`src/rtl/booth_pp_accum.sv`:
```
// Serial accumulator for radix-4 Booth partial products: one 36-bit row per beat, summed into a 64-bit product.
// Define BOOTH_PP_ACCUM_OVLP_EN to accept the next product's row 0 in the same cycle the result is taken.
module booth_pp_accum #(
    parameter int NUM_PP = 17,
    parameter int PP_W   = 36,
    parameter int RES_W  = 64
) (
    input  logic             clk,
    input  logic             rst,
    input  logic             abort,
    input  logic             pp_valid,
    output logic             pp_ready,
    input  logic [PP_W-1:0]  pp_data,
    output logic [4:0]       pp_idx,
    output logic             res_valid,
    input  logic             res_ready,
    output logic [RES_W-1:0] res_data
);

    typedef enum logic {ACC, DONE} state_e;

    localparam logic [4:0] LAST_IDX = 5'(NUM_PP - 1);

    state_e           state_q, state_d;
    logic [RES_W-1:0] acc_q, acc_d;
    logic [4:0]       idx_q, idx_d;

    logic             accept;
    logic             take;
    logic [5:0]       shamt;
    logic [RES_W-1:0] pp_ext;
    logic [RES_W-1:0] addend;

`ifdef BOOTH_PP_ACCUM_OVLP_EN
    assign pp_ready = (state_q == ACC) || res_ready;
`else
    assign pp_ready = (state_q == ACC);
`endif

    assign res_valid = (state_q == DONE);
    assign res_data  = acc_q;
    assign pp_idx    = idx_q;

    assign accept = pp_valid && pp_ready;
    assign take   = res_valid && res_ready;

    // Row k>=1 lands at 2^(2k-2): its 2 LSBs hold the previous row's +1 negation correction.
    // No sign extension: the encoding constants only cancel modulo 2^RES_W.
    assign shamt  = (idx_q == 5'd0) ? 6'd0 : ({idx_q, 1'b0} - 6'd2);
    assign pp_ext = RES_W'(pp_data);
    assign addend = pp_ext << shamt;

    always_comb begin
        state_d = state_q;
        acc_d   = acc_q;
        idx_d   = idx_q;
        if (abort) begin
            state_d = ACC;
            idx_d   = 5'd0;
        end else begin
            case (state_q)
                ACC: begin
                    if (accept) begin
                        acc_d = (idx_q == 5'd0) ? pp_ext : (acc_q + addend);
                        if (idx_q == LAST_IDX) begin
                            state_d = DONE;
                            idx_d   = 5'd0;
                        end else begin
                            idx_d = idx_q + 5'd1;
                        end
                    end
                end
                DONE: begin
                    if (take) begin
                        state_d = ACC;
`ifdef BOOTH_PP_ACCUM_OVLP_EN
                        // Overlapped beat becomes row 0 of the next product.
                        if (accept) begin
                            acc_d = pp_ext;
                            idx_d = 5'd1;
                        end
`endif
                    end
                end
                default: begin
                    state_d = ACC;
                    idx_d   = 5'd0;
                end
            endcase
        end
    end

    always_ff @(posedge clk or posedge rst) begin
        if (rst) begin
            state_q <= ACC;
            acc_q   <= '0;
            idx_q   <= 5'd0;
        end else begin
            state_q <= state_d;
            acc_q   <= acc_d;
            idx_q   <= idx_d;
        end
    end

endmodule
```
`config.mk`:
```
export PLATFORM = sky130hd
export DESIGN_NAME = booth_pp_accum
export DESIGN_NICKNAME = d
export VERILOG_FILES = /design/src/rtl/booth_pp_accum.sv
export SDC_FILE = /design/constraint.sdc
export NUM_CORES = 1
export LEC_CHECK = 0
export ABC_AREA = 1
export CORE_UTILIZATION = 26
export DETAILED_ROUTE_END_ITERATION = 6
export PLACE_DENSITY = 0.48
export SYNTH_ARGS = -nofsm -noshare
export SYNTH_HDL_FRONTEND = slang
export SYNTH_SLANG_ARGS = --single-unit
```
`constraint.sdc`:
```
create_clock -name clk -period 3.45 [get_ports clk]
set_input_delay 0.5175 -clock clk [delete_from_list [all_inputs] [get_ports clk]]
set_output_delay 0.5175 -clock clk [all_outputs]
set_load 0.02 [all_outputs]
```
==> flow_metrics.tcl, run 1 <==
set metrics [dict create \
    critPathSlowestCell "dfrtp_2" \
    critPathLaunchType "flop" \
    coreArea_um2 36900 \
    fp.dieW_um 196 \
    cts_buffers 9 \
    yosys.area.top_type "nand2_1" \
    post-place-ws_ns -0.988 \
    synth_top_flop_cell "dfrtp_1" \
    synth_warnings 0 \
    muxShareOfSynthArea_pct 0.306 \
    grt-ovfl-total 0 \
    nets 2421 \
    crit_family "simple AND/OR/NAND/NOR gates" \
    path_clk_slew_ns 0.08 \
    vias 14300 \
    tightest_slew_ns 0.833 \
    worstSkewPairLatency_ns 0.39 \
    r2r_start "pp_idx[0]$_DFFE_PP0P_" \
    rsz0062_at_grt "yes" \
    synth_compound_area_share_pct 23.9 \
    synth-seq-cells 70 \
    grt_usage_pct 29.6 \
    arrival_ns 4.22 \
    yosys.area.top_type_share_pct 20.6 \
    htree_levels 3 \
    regToRegEndpoint "res_data[46]$_DFFE_PP0P_" \
    avgViaCountPerCell 5.08 \
    ys_types 51 \
    synth_common_cells "537 x nand2_1, 203 x nor2_1, 175 x inv_1" \
    syn_inst 1708 \
    drive_gt1_share_pct 52.4 \
    synth_nets 1817 \
    synth_area_per_cell_um2 5.74 \
    violations "setup timing" \
    ir_drop_mv 0.370 \
    area_growth_pct 98.4 \
    p_leak_nw 8.75 \
    die-area_um2 38500 \
    worstSetupPathType "reg -> reg" \
    cts_tree "built" \
    synth_top_family_by_area "simple AND/OR/NAND/NOR gates" \
    worst_hold_path_type "in -> async" \
    dpl.hpwl_mm 47.6 \
    drc 0 \
    dieHeight_um 196 \
    reg2reg_slack_ns -0.49 \
    slew_headroom_pct 44.4 \
    path_max_fanout 7 \
    synthAdderAreaFrac_pct 8.75 \
    syn-cell-area_um2 9810 \
    power.density_nw_per_um2 777 \
    fin_crit_sh_pct 114 \
    num_antenna_cells 0 \
    drtAntennaViolNets 0 \
    synth_xor_area_share_pct 1.88 \
    seq_area_frac_synth_pct 17.9 \
    status "finished, violations left" \
    first_pass_iters 5 \
    crit_top_cell "buf_4" \
    first_global_vias 13400 \
    grt.busiest_layer "met2" \
    synthArstFlopShare_pct 100 \
    finalMaxSlewViolations 0 \
    path_buf_inv 7 \
    final_area_um2 19500 \
    grt_max_degree 41 \
    reg2reg_depth 26 \
    initial_utilization_pct 26.6 \
    synth_area_leaders "nand2_1 21%, dfrtp_1 18%, o21ai_0 8.7%" \
    synth_simple_gate_area_share_pct 37.1 \
    clock_skew_ns 0.00988 \
    hold_buffers 0 \
    hold_viol_final 0 \
    worstPathRequired_ns 3.73 \
    drtIter0Drc 802 \
    synth-edff-count 0 \
    grt_pass1_wl_mm 83.3 \
    clock_tree.root_cell "clkbuf_16" \
    grt_use_met1_pct 37.8 \
    routedWlPerCell_um 21.3 \
    wirelength_mm 60.0 \
    place.gp.congestion 1.02 \
    io_buffers 111 \
    place_area_um2 15000 \
    holdWs_ns 0.509 \
    final-setup-viol-count 54 \
    yosysMostFrequentCell "nand2_1" \
    cts.sinks 70 \
    grt.met3_usage_pct 3.34 \
    antenna_found_initial 0 \
    max_stage_delay_ns 0.43 \
    pin_count 112 \
    use_met2_pct 49.6 \
    drv_cap 0 \
    clock_path_buffers 2 \
    fin_crit_ns 3.94 \
    crit_path_end_kind "flop" \
    max_freq_mhz 254 \
    setup_ws_ns -0.490 \
    rows 70 \
]
cells by family (layout without fill, tap and decap cells):
logic type / Yosys count / in the layout
xor+xnor: 21 / 21
simple gates: 892 / 893
buf+inv: 238 / 846
mux: 3 / 3
flops: 70 / 70
compound gates: 416 / 416
fa+ha+maj: 68 / 68
metrics by stage:
stage | utilization (%) | power (mW) | TNS, ns | std cells
after global routing | 52.8 | 15.8 | -25.69 | 2821
after detailed placement | 40.8 | 9.80 | -40.31 | 2749
final | 52.8 | 15.1 | -17.18 | 2821
after floorplan | - | 5.13 | -0.196 | 1708
after CTS | 44.1 | 11.8 | -20.54 | 2773
after global placement | 40.8 | 9.82 | -41.05 | 2749
flip-flops by register name (all words and copies together), names as in the netlist:
name / flops
pp_idx: 5
res_data: 64
res_valid: 1
worst max path at each step:
stage                                to  slack (ns)                  start  depth (start not counted)
4_1_cts        res_data[59]$_DFFE_PP0P_       -0.52  pp_idx[0]$_DFFE_PP0P_                         32
3_3_place_gp   res_data[38]$_DFFE_PP0P_       -1.04            pp_data[11]                         23
6_report       res_data[46]$_DFFE_PP0P_       -0.49  pp_idx[0]$_DFFE_PP0P_                         26
2_1_floorplan  res_data[28]$_DFFE_PP0P_       -0.04  pp_idx[0]$_DFFE_PP0P_                         26
3_5_place_dp   res_data[38]$_DFFE_PP0P_       -0.99            pp_data[25]                         24
5_1_grt        res_data[26]$_DFFE_PP0P_       -0.62  pp_idx[0]$_DFFE_PP0P_                         24
cells in the final DEF (no fill, tap or decap), drive strengths merged, types with 6 or more instances in the layout:
cell | netlist | routed
a21o | 10 | 10
a21oi | 117 | 117
a31oi | 13 | 13
buf | 32 | 536
clkbuf | 25 | 11
clkdlybuf4s50 | 0 | 111
dfrtp | 70 | 70
ha | 67 | 67
inv | 180 | 182
nand2 | 541 | 542
nand3 | 110 | 110
nand4 | 14 | 14
nor2 | 205 | 205
nor3 | 9 | 9
o211ai | 19 | 19
o21ai | 207 | 207
o21bai | 8 | 8
o221ai | 8 | 8
o22ai | 14 | 14
or2 | 6 | 6
xor2 | 18 | 18
final cells by class:
| class | instances | area, µm² |
|---|---|---|
| Fill cell | 3586 | 17400 |
| Multi-Input combinational cell | 1401 | 10600 |
| Timing Repair Buffer | 649 | 5490 |
| Sequential cell | 70 | 1750 |
| Inverter | 181 | 706 |
| Tap cell | 504 | 631 |
| Clock buffer | 9 | 225 |
| Clock inverter | 7 | 81.3 |
power by group:
group	total (mW)	internal, mW	switching [mW]
Clock	1.09	0.571	0.520
Sequential	1.40	1.02	0.374
Combinational	12.6	5.76	6.87
metal layers:
layer,vias up,part of all wire (%),wire [µm]
met2,439,47,28000
met4,0,5.6,3340
met5,-,0,0
met3,115,4.3,2590
li1,6929,-,-
met1,6839,43,26100
what timing repair did:
action                     CTS  global route
pin swaps                   19           201
gates cloned                 1             4
buffers inserted             7            49
gates resized for setup    249           718
setup endpoints to repair   59            59
Power figures use the tool's default switching activity.
==> run 2: changes to the inputs <==
Settings changed: CORE_MARGIN from default to 2, PLACE_DENSITY 0.48 to 0.46.
Clock period 3.45 ns to 4.6 ns, I/O delays scaled along.
==> run 2 against run 1 <==
The flow now finishes without violations; critical path depth down 4; fmax down 9.3%; clock power down 28%; non-clock buffer count down 380; wire length down 13%; core utilization down 18 points; highest routed layer unchanged.
==> flow_metrics.tcl, run 2 (synthesis gave the netlist of run 1 again) <==
set metrics [dict create \
    drtAntennaViolNets 0 \
    pin_count 112 \
    rows 71 \
    fillCellCount 4223 \
    final_area_um2 12900 \
    fp.dieW_um 198 \
    worstPathRequired_ns 4.87 \
    vias 12400 \
    power_mw 7.04 \
    place_area_um2 12400 \
    cts_tree "built" \
    status "complete, no violations" \
    routedWlPerCell_um 21.4 \
    hold_viol_final 0 \
    drtIter0Drc 895 \
    intPower_mw 3.14 \
    power.net_switching_mw 3.91 \
    first_global_vias 11900 \
    dpl.cell_count 2426 \
    first_pass_iters 5 \
    dpl.hpwl_mm 43.7 \
    combPwrFrac_pct 75.0 \
    p_leak_nw 6.16 \
    grt_usage_pct 26.9 \
    io_buffers 111 \
    switching_share_pct 55.5 \
    drv_cap 0 \
    fin_crit_ns 4.34 \
    multi_input_area_um2 7230 \
    wirelength_mm 52.4 \
    final-setup-viol-count 0 \
    nets 2041 \
    regArea_um2 1750 \
    instances_no_fill 2448 \
    power.density_nw_per_um2 544 \
    clock_path_buffers 2 \
    path_max_fanout 45 \
    path_clk_slew_ns 0.07 \
    num_antenna_cells 0 \
    max_freq_mhz 230 \
    worstSkewPairLatency_ns 0.38 \
    cts.sinks 70 \
    critPathLaunchType "flop" \
    final_common_cell "nand2_1" \
    place.gp.congestion 0.960 \
    initial_utilization_pct 26.2 \
    grt_max_degree 46 \
    drc 0 \
    worstSetupPathType "reg -> reg" \
    arrival_ns 4.61 \
    grt_pass1_wl_mm 77.1 \
    avgViaCountPerCell 5.08 \
    clkPwrFrac_pct 11.2 \
    slew_headroom_pct 31.4 \
    cts_buffers 9 \
    finalMaxSlewViolations 0 \
    fin_crit_sh_pct 94.4 \
    area_growth_pct 32.0 \
    ir_drop_mv 0.255 \
    grt-ovfl-total 0 \
    holdWs_ns 0.524 \
    final_cell_mix "533 x nand2_1, 187 x nor2_1, 174 x inv_1" \
    tightest_slew_ns 1.03 \
    p_seq_share_pct 13.8 \
    die-area_um2 39300 \
    drive_gt1_share_pct 13.0 \
    clock_tree.root_cell "clkbuf_16" \
    largest_register_ffs 64 \
    coreArea_um2 37400 \
    crit_path_end_kind "flop" \
    antenna_found_initial 0 \
    dieHeight_um 198 \
    clock_skew_ns 0.00681 \
    htree_levels 3 \
    fin_util_pct 34.6 \
    worst_hold_path_type "reg -> reg" \
]
-- run 2: final cells by class --
class                      count  share of cell area, %
tap                          511                   4.94
sequential                    70                   13.5
clock buffer                   9                   1.74
multi-input combinational   1401                   55.9
inverter                     181                   5.30
clock inverter                 7                  0.580
timing repair buffer         269                   18.0
-- run 2: per-layer routing --
layer  up-vias  track usage (%)  routed length [µm]
met5         -                0                   0
met3        92             3.39                2660
met4         0             12.7                2560
met2       441             43.7               23700
met1      5773             35.2               23500
li1       6131                -                   -
-- run 2: path summary, 6_finish.rpt --
| kind | from | to | slack (ns) | cells after the start |
|---|---|---|---|---|
| setup / recovery | pp_idx[1]$_DFFE_PP0P_ | res_data[48]$_DFFE_PP0P_ | 0.26 | 22 |
| hold / removal | res_data[49]$_DFFE_PP0P_ | res_data[49]$_DFFE_PP0P_ | 0.52 | 2 |
| setup reg to reg | pp_idx[1]$_DFFE_PP0P_ | res_data[48]$_DFFE_PP0P_ | 0.26 | 22 |
| hold reg to reg | res_data[49]$_DFFE_PP0P_ | res_data[49]$_DFFE_PP0P_ | 0.52 | 2 |
| max in group asynchronous | rst | pp_idx[3]$_DFFE_PP0P_ | 2.85 | 3 |
| min in group asynchronous | rst | res_data[51]$_DFFE_PP0P_ | 0.72 | 2 |
-- run 2: timing repair --
action,4_1_cts,5_1_grt
endpoints found under the setup margin,0,43
gates resized for setup,0,73
hold buffers,0,0
setup buffers,0,5
-- run 2: through the flow --
stage | setup slack [ns] | TNS, ns
3_5_place_dp | -0.114 | -0.384
6_report | 0.256 | 0
2_1_floorplan | 0.626 | 0
3_3_place_gp | -0.194 | -1.19
4_1_cts | 0.0274 | 0
5_1_grt | -0.0170 | -0.0235
-- run 2: critical path, stage by stage (launching register included) --
cell      delay, ns
dfrtp_1        0.42
inv_1          0.09
ha_2           0.22
nand3_4        0.14
buf_4          0.21
nand2_8        0.07
buf_12         0.20
nand3_1        0.23
nand3_1        0.19
nand2_1        0.08
nand2_1        0.17
nand2_1        0.07
o211ai_1       0.17
inv_1          0.08
ha_1           0.40
nand2_1        0.09
nand2_1        0.08
a31oi_1        0.36
o21ai_0        0.22
a21oi_1        0.17
nand3_1        0.25
o21ai_0        0.24
nand2_1        0.07
-- run 2: power groups by stage --
stage / Clock [mW] / Sequential (mW) / Combinational (mW)
finish: 0.785 / 0.974 / 5.28
global route: 0.824 / 0.995 / 5.75
CTS: 0.807 / 0.977 / 5.09
detailed placement: 0 / 0.986 / 5.06
global placement: 0 / 0.987 / 5.09
floorplan: 0 / 1.09 / 2.71
==> run 3: changes to the inputs <==
Settings changed: CORE_ASPECT_RATIO from default to 1.2.
==> run 3 against run 2 <==
Worst hold slack barely moved; critical path depth rose by 3; largest power group unchanged; cell count fell by 2.4%; flip-flop and latch count did not move; critical path type unchanged; highest routed layer is now met5.
==> flow_metrics.tcl, run 3 (synthesis gave the netlist of run 1 again) <==
set metrics [dict create \
    fillCellCount 4192 \
    cts_tree "built" \
    crit_top_cell "nand2_1" \
    io_buffers 111 \
    initial_utilization_pct 26.5 \
    fp.dieW_um 181 \
    routedWlPerCell_um 21.9 \
    worstSkewPairLatency_ns 0.38 \
    drtIter0Drc 783 \
    area_growth_pct 30.5 \
    antenna_found_initial 1 \
    rows 77 \
    fin_crit_ns 4.32 \
    max_freq_mhz 231 \
    path_clk_slew_ns 0.08 \
    regToRegEndpoint "res_data[45]$_DFFE_PP0P_" \
    dieHeight_um 217 \
    max_stage_delay_ns 0.43 \
    first_global_vias 11800 \
    die-area_um2 39300 \
    status "complete, no violations" \
    coreArea_um2 37000 \
    drv_cap 0 \
    place.gp.congestion 0.971 \
    worst_hold_path_type "reg -> reg" \
    final-setup-viol-count 0 \
    dpl.hpwl_mm 44.0 \
    drive_gt1_share_pct 11.6 \
    pin_count 112 \
    critPathLaunchType "flop" \
    grt-ovfl-total 0 \
    grt_usage_pct 26.3 \
    cts.sinks 70 \
    clock_path_buffers 2 \
    largest_register_ffs 64 \
    drc 0 \
    endpoint "res_data[45]$_DFFE_PP0P_" \
    fin_crit_sh_pct 93.9 \
    crit_path_end_kind "flop" \
    worstSetupPathType "reg -> reg" \
    drtAntennaViolNets 0 \
    rsz0062_at_grt "yes" \
    grt_pass1_wl_mm 75.6 \
    reg2reg_slack_ns 0.28 \
    hold_viol_final 0 \
    reg2reg_depth 25 \
    p_leak_nw 6.09 \
    final_common_cell "nand2_1" \
    power_mw 6.97 \
    avgViaCountPerCell 5.16 \
    grt_max_degree 46 \
    path_max_fanout 30 \
    critPathSlowestCell "dfrtp_1" \
    clock_tree.root_cell "clkbuf_16" \
    finalMaxSlewViolations 0 \
    num_antenna_cells 0 \
    cts_buffers 9 \
    dpl.cell_count 2367 \
    hold_buffers 0 \
    setup_ws_ns 0.280 \
    critPathLaunch "pp_idx[1]$_DFFE_PP0P_" \
    power.density_nw_per_um2 545 \
    instances_no_fill 2390 \
    vias 12300 \
    final_area_um2 12800 \
    first_pass_iters 5 \
    r2r_start "pp_idx[1]$_DFFE_PP0P_" \
    final_cell_mix "535 x nand2_1, 194 x nor2_1, 174 x inv_1" \
    arrival_ns 4.60 \
    htree_levels 3 \
    ir_drop_mv 0.207 \
    clock_skew_ns 0.0204 \
    wirelength_mm 52.4 \
    worstPathRequired_ns 4.88 \
    place_area_um2 12300 \
    tightest_slew_ns 0.843 \
    slew_headroom_pct 43.7 \
    post-place-ws_ns -0.0374 \
    nets 2020 \
]
-- run 3: cell count changes in the layout (fill, tap and decap cells not counted), moves of 3 or more --
cell and change:
buf_12 +5, buf_4 -24, ha_1 -3, nand3_1 +3, nand3_2 -3, nor2_1 +7, nor2_2 -7, o21ai_0 +9
o21ai_1 -8
-- run 3: worst min path at each step --
| stage | from | to | slack, ns | depth (start not counted) |
|---|---|---|---|---|
| floorplan | res_data[35]$_DFFE_PP0P_ | res_data[35]$_DFFE_PP0P_ | 0.61 | 2 |
| global placement | res_data[3]$_DFFE_PP0P_ | res_data[3]$_DFFE_PP0P_ | 0.51 | 2 |
| detailed placement | res_data[50]$_DFFE_PP0P_ | res_data[50]$_DFFE_PP0P_ | 0.51 | 2 |
| CTS | res_data[47]$_DFFE_PP0P_ | res_data[47]$_DFFE_PP0P_ | 0.53 | 2 |
| global route | res_data[50]$_DFFE_PP0P_ | res_data[50]$_DFFE_PP0P_ | 0.56 | 2 |
| finish | res_data[50]$_DFFE_PP0P_ | res_data[50]$_DFFE_PP0P_ | 0.52 | 2 |
-- run 3: stage by stage --
stage	hold WS [ns]	setup TNS [ns]	util, %
finish	0.523	0	34.6
floorplan	0.615	0	-
CTS	0.527	0	34.0
global route	0.558	-0.129	34.6
detailed placement	0.509	-0.0936	33.1
global placement	0.505	-0.690	33.1
-- run 3: critical path: cells and delay by family (launching register included) --
kind            cells  cell delay (ns)
buf+inv             4             0.58
simple gates       12             1.55
flops               1             0.43
fa+ha+maj           2             0.55
compound gates      7             1.10
-- run 3: timing repair --
item | in CTS | in global routing
gates resized for setup | 3 | 52
pin swaps | 0 | 6
buffers inserted | 0 | 7
setup endpoints to repair | 4 | 45
-- run 3: power by group --
group | switching, mW | internal (mW)
clock network | 0.353 | 0.438
registers | 0.216 | 0.770
logic | 3.26 | 1.93
total | 3.83 | 3.14
-- run 3: final cells by class --
cell class	instances	area (µm²)	area share (%)
sequential	70	1750	13.7
tap	474	593	4.63
multi-input combinational	1400	7220	56.4
clock buffer	10	239	1.87
inverter	181	686	5.36
clock inverter	6	68.8	0.538
timing repair buffer	249	2240	17.5
-- run 3: routing by layer --
| metal | routed length, µm | global-route usage [%] |
|---|---|---|
| met2 | 25400 | 46.1 |
| met1 | 21500 | 31.2 |
| met4 | 3020 | 14.2 |
| met5 | 13 | 0 |
| met3 | 2440 | 3.28 |
==> variant 1: new RTL, settings of run 1 <==
`RES_W`: 64 -> 128.
--- a/src/rtl/booth_pp_accum.sv
+++ b/src/rtl/booth_pp_accum.sv
@@ -3,7 +3,7 @@
 module booth_pp_accum #(
     parameter int NUM_PP = 17,
     parameter int PP_W   = 36,
-    parameter int RES_W  = 64
+    parameter int RES_W  = 128
 ) (
     input  logic             clk,
     input  logic             rst,
Ports: changed (resized res_data); port bits go from 112 to 176. The function was not compared with the original's and may differ.
==> variant 1 against run 1 <==
The run ends with design-rule violations, negative setup slack left; sequential power grew 61%; synthesized area rose by 95%; utilization shrank 5.2 points; power is 16% higher; critical path type unchanged; design area is 76% higher; worst setup slack got worse by 0.24 ns; sequential cell count up 64; critical endpoint is now res_data[85]$_DFFE_PP0P_; routed wire length is 86% higher.
==> variant 1: results (changes against run 1) <==
| Metric | Value |
|---|---|
| Max VDD drop | 0.345 mV (-6.7%) |
| Max layer used | met5 |
| Nets | 4741 (+96%) |
| Number of global-route vias before repair | 25.6k (+91%) |
| Synth top cells by count | nand2_1 (1505), inv_1 (653), nor2_1 (421) |
| Outcome | finished with violations |
| Non-filler cells, final | 5548 (+97%) |
| Xor/xnor share of the synthesized area | 1.79% (-0.087 points) |
| CP arrival | 4.61 ns (+0.39 ns) |
| First-pass GRT wire length | 162000 um (+94%) |
| Largest register FFs | 128 (+100%) |
| Leak Pwr | 17.9 nW (+100%) |
| Drt via density | 4.75 (-6.5%) |
| Detailed-router iteration count before antenna repair | 7 (+2) |
| Largest cells by area after synthesis | nand2_1 (30%), dfrtp_1 (18%), inv_1 (13%), nor2_1 (8.3%), ha_1 (7.5%) |
| Setup Viol. Count Final | 120 (+120%) |
| Failing checks | design-rule violations, negative setup slack |
| Reg2reg path depth | 28 (+7.7%) |
| IO Port Bufs | 175 (+58%) |
| Setup ws final | -0.732 ns (-0.242 ns) |
| TritonCTS buffer count | 17 (+8) |
| Clock Latency Late Sink | 0.51 ns (+0.12 ns) |
| Met3 Routed Length | 7000 um (+170%) |
| Max-slew headroom | 34.6% (-9.8 points) |
| Critical Path Max Stage Delay | 0.40 ns (-0.03 ns) |
| Post-DP Area | 0.0278 mm2 (+85%) |
| Internal power | 0.00913 W (+24%) |
| Mapped Avg Cell Area | 5.25 um2 (-8.6%) |
| # DRC | 2 (+2) |
| Post-DP HPWL | 91500 um (+92%) |
| Worst clock skew | 0.0133 ns (+0.00344 ns) |
| Layout cells sized above 1 | 41.9% (-11 points) |
| Pin count of the biggest net entering global routing | 63 (+54%) |
| H-Tree Depth | 4 (+1) |
| WHS | 0.484 ns (-0.0248 ns) |
| Met2 wire length | 50600 um (+80%) |
[variant 1: cell count changes in the layout (fill, tap and decap cells not counted), sizes merged, moves of 54 or more]
cell | before | now
buf | 536 | 830
clkdlybuf4s50 | 111 | 175
dfrtp | 70 | 134
inv | 182 | 660
nand2 | 542 | 1511
nor2 | 205 | 422
nor3 | 9 | 63
[variant 1: worst max-delay path by stage]
stage                                      endpoint  slack [ns]
after global routing      res_data[117]$_DFFE_PP0P_       -0.99
after detailed placement   res_data[48]$_DFFE_PP0P_       -1.49
final                      res_data[85]$_DFFE_PP0P_       -0.73
after floorplan           res_data[120]$_DFFE_PP0P_       -0.10
after global placement    res_data[122]$_DFFE_PP0P_       -1.55
after CTS                  res_data[64]$_DFFE_PP0P_       -0.67
[variant 1: power groups by stage]
stage	Clock (W)	Sequential, W	Combinational [W]
finish	0.00207	0.00225	0.0133
global route	0.00216	0.00228	0.0141
CTS	0.00212	0.00224	0.0126
detailed placement	0	0.00217	0.0103
global placement	0	0.00218	0.0103
floorplan	0	0.00234	0.00453
[variant 1: final cells by class]
| type | count | area [um2] |
|---|---|---|
| clock buffer | 20 | 457 |
| multi-input combinational | 2762 | 18000 |
| sequential | 134 | 3360 |
| timing repair buffer | 1007 | 8620 |
| inverter | 663 | 2520 |
| clock inverter | 12 | 153 |
| fill | 7542 | 37800 |
| tap | 950 | 1190 |
[variant 1: per-layer routing]
layer,GRT usage (%),vias up
li1,-,13100
met1,38.6,12200
met2,48.3,808
met3,4.47,189
met4,13.0,2
met5,0,-
[variant 1: what timing repair did]
| item | in CTS | in global routing |
|---|---|---|
| buffers inserted | 70 | 18 |
| cloned | 5 | 1 |
| pin swaps | 269 | 94 |
| setup endpoints to repair | 123 | 123 |
| resized for setup | 1080 | 282 |
==> variant 2: new RTL, flow settings as in run 1 <==
Without the edit above. Reset style: synchronous (`rst`), changed in one clocked block.
--- a/src/rtl/booth_pp_accum.sv
+++ b/src/rtl/booth_pp_accum.sv
@@ -90,7 +90,7 @@
         end
     end
 
-    always_ff @(posedge clk or posedge rst) begin
+    always_ff @(posedge clk) begin
         if (rst) begin
             state_q <= ACC;
             acc_q   <= '0;
Formal check against the unedited RTL: differs if rst is asserted again (counterexample within 4 cycles, from zero or initial values and one cycle with rst high); with rst held inactive, the same outputs for 4 cycles.
==> variant 2 against run 1 <==
The run still ends with negative setup slack left; sequential cell count stayed put; synthesized area down 1.3%; routed wire length is 1.0% lower; worst setup slack worse by 0.0030 ns; largest cell class unchanged; design area up 0.74%; critical endpoint is now res_data[41]$_SDFFE_PP0P_; non-clock buffer count up 50; first-iteration DRC count is 48% higher.
Power is not compared: it rests on default switching activity, and its combinational part moved more than twofold at a synthesized area within 25%.
==> variant 2: results (changes against run 1) <==
| Metric | Value |
|---|---|
| Outcome | finished with violations |
| Failing checks | negative setup slack |
| Post-DP HPWL | 46400 um (-2.5%) |
| Setup ws final | -0.493 ns (-0.00300 ns) |
| Non-filler cells, final | 2856 (+1.2%) |
| RR Startpoint | pp_idx[0]$_SDFFE_PP0P_ |
| Fraction of registers with async set/reset | 0% (-100 points) |
| Share of the yosys chip area belonging to registers | 14.5% (-3.4 points) |
| Pin count of the biggest net entering global routing | 36 (-12%) |
| Setup Viol. Count Final | 54 (unchanged) |
| Detailed-router iteration count before antenna repair | 7 (+2) |
| Iteration-0 DRC Markers | 1187 (+48%) |
| First-pass GRT wire length | 85200 um (+2.3%) |
| Synth top cells by count | nand2_1 (454), inv_1 (200), nor2_1 (193) |
| Worst clock skew | 0.0136 ns (+0.00368 ns) |
| Hold Crit Class | flip-flop to flip-flop |
| Mapped Avg Cell Area | 5.58 um2 (-2.7%) |
| Actual slew at the worst max-slew pin | 0.844 ns (+0.0110 ns) |
| Post-synth net total | 1843 (+1.4%) |
| Dpl cells | 2763 (+0.51%) |
| Reg2reg path depth | 23 (-12%) |
| Most used DFF post-synth | dfxtp_1 |
| Crit Path Max Fanout | 8 (+1) |
| GP Congestion | 1.01 (-1.1%) |
| Setup TNS | -14.71 ns (+2.48 ns) |
| Drt via density | 5.23 (+3.0%) |
| WL/cell | 20.8 um (-2.2%) |
| Largest cells by area after synthesis | nand2_1 (18%), dfxtp_1 (14%), a21oi_1 (9.0%), ha_1 (8.7%), inv_1 (7.8%) |
| Number of global-route vias before repair | 14.0k (+4.8%) |
| Nets | 2492 (+2.9%) |
[variant 2: changes by cell type in the layout (fill, tap and decap cells not counted), moves of 7 or more]
cell and delta:
inv_2 +18, buf_4 +48, nand2_1 -67, inv_1 +9
nand3_4 -8, dfxtp_1 +68, a21oi_2 +11, dfrtp_1 -69
o21ai_2 -19, nand2_2 -11, a21oi_1 +54, nand3_1 +23
a21oi_4 -7, nor2_4 -10
[variant 2: layout make-up]
class | count | share of cell area, %
Timing Repair Buffer | 699 | 30.1
Inverter | 208 | 4.09
Multi-Input combinational cell | 1395 | 54.1
Sequential cell | 70 | 7.18
Clock inverter | 7 | 0.370
Clock buffer | 9 | 1.15
Tap cell | 468 | 2.99
[variant 2: kinds of logic after synthesis]
group / after synthesis / synth area share, %
simple gates: 829 / 35.6
compound gates: 464 / 26.5
buf+inv: 271 / 11.6
flops: 70 / 14.5
fa+ha+maj: 68 / 8.86
xor+xnor: 25 / 2.26
mux: 7 / 0.724
[variant 2: routing by layer]
metal	up-vias	GRT usage [%]	wire length, um
li1	7146	-	-
met1	7196	42.5	27900
met2	498	46.4	26300
met3	89	3.23	3300
met4	0	10.2	1960
met5	-	0	0
[variant 2: timing repair]
action	4_1_cts	5_1_grt
endpoints found under the setup margin	55	55
buffers inserted	31	43
pin swaps	77	144
cloned	2	4
resized for setup	440	489
[variant 2: power groups by stage]
stage,registers [W],logic [W],clock network (W)
final,0.000897,0.00396,0.00105
after global routing,0.000899,0.00416,0.00109
after CTS,0.000888,0.00322,0.00107
after detailed placement,0.000903,0.00267,0
after global placement,0.000903,0.00268,0
after floorplan,0.000924,0.00116,0
[variant 2: worst max-delay path: stages, from the launching register on]
cell and delay, ns:
dfxtp_4 0.36, inv_4 0.04, ha_4 0.16, nand3_4 0.12, buf_12 0.15, nand2_8 0.08, buf_8 0.16, o21ai_4 0.18
o21ai_4 0.08, buf_6 0.12, nor2_4 0.13, nand2_4 0.07, buf_6 0.12, a221oi_4 0.32, buf_6 0.16, ha_4 0.22
a21o_1 0.22, a21boi_2 0.18, nand2_2 0.09, o21bai_4 0.18, nand3b_1 0.24, xor2_2 0.27, nand2_1 0.09, a21oi_1 0.13
[variant 2: through the flow]
step                setup slack [ns]  hold WS [ns]
finish                        -0.493         0.506
global route                  -0.581         0.538
CTS                           -0.449         0.496
detailed placement             -1.08         0.481
global placement               -1.12         0.482
floorplan                    -0.0405         0.523
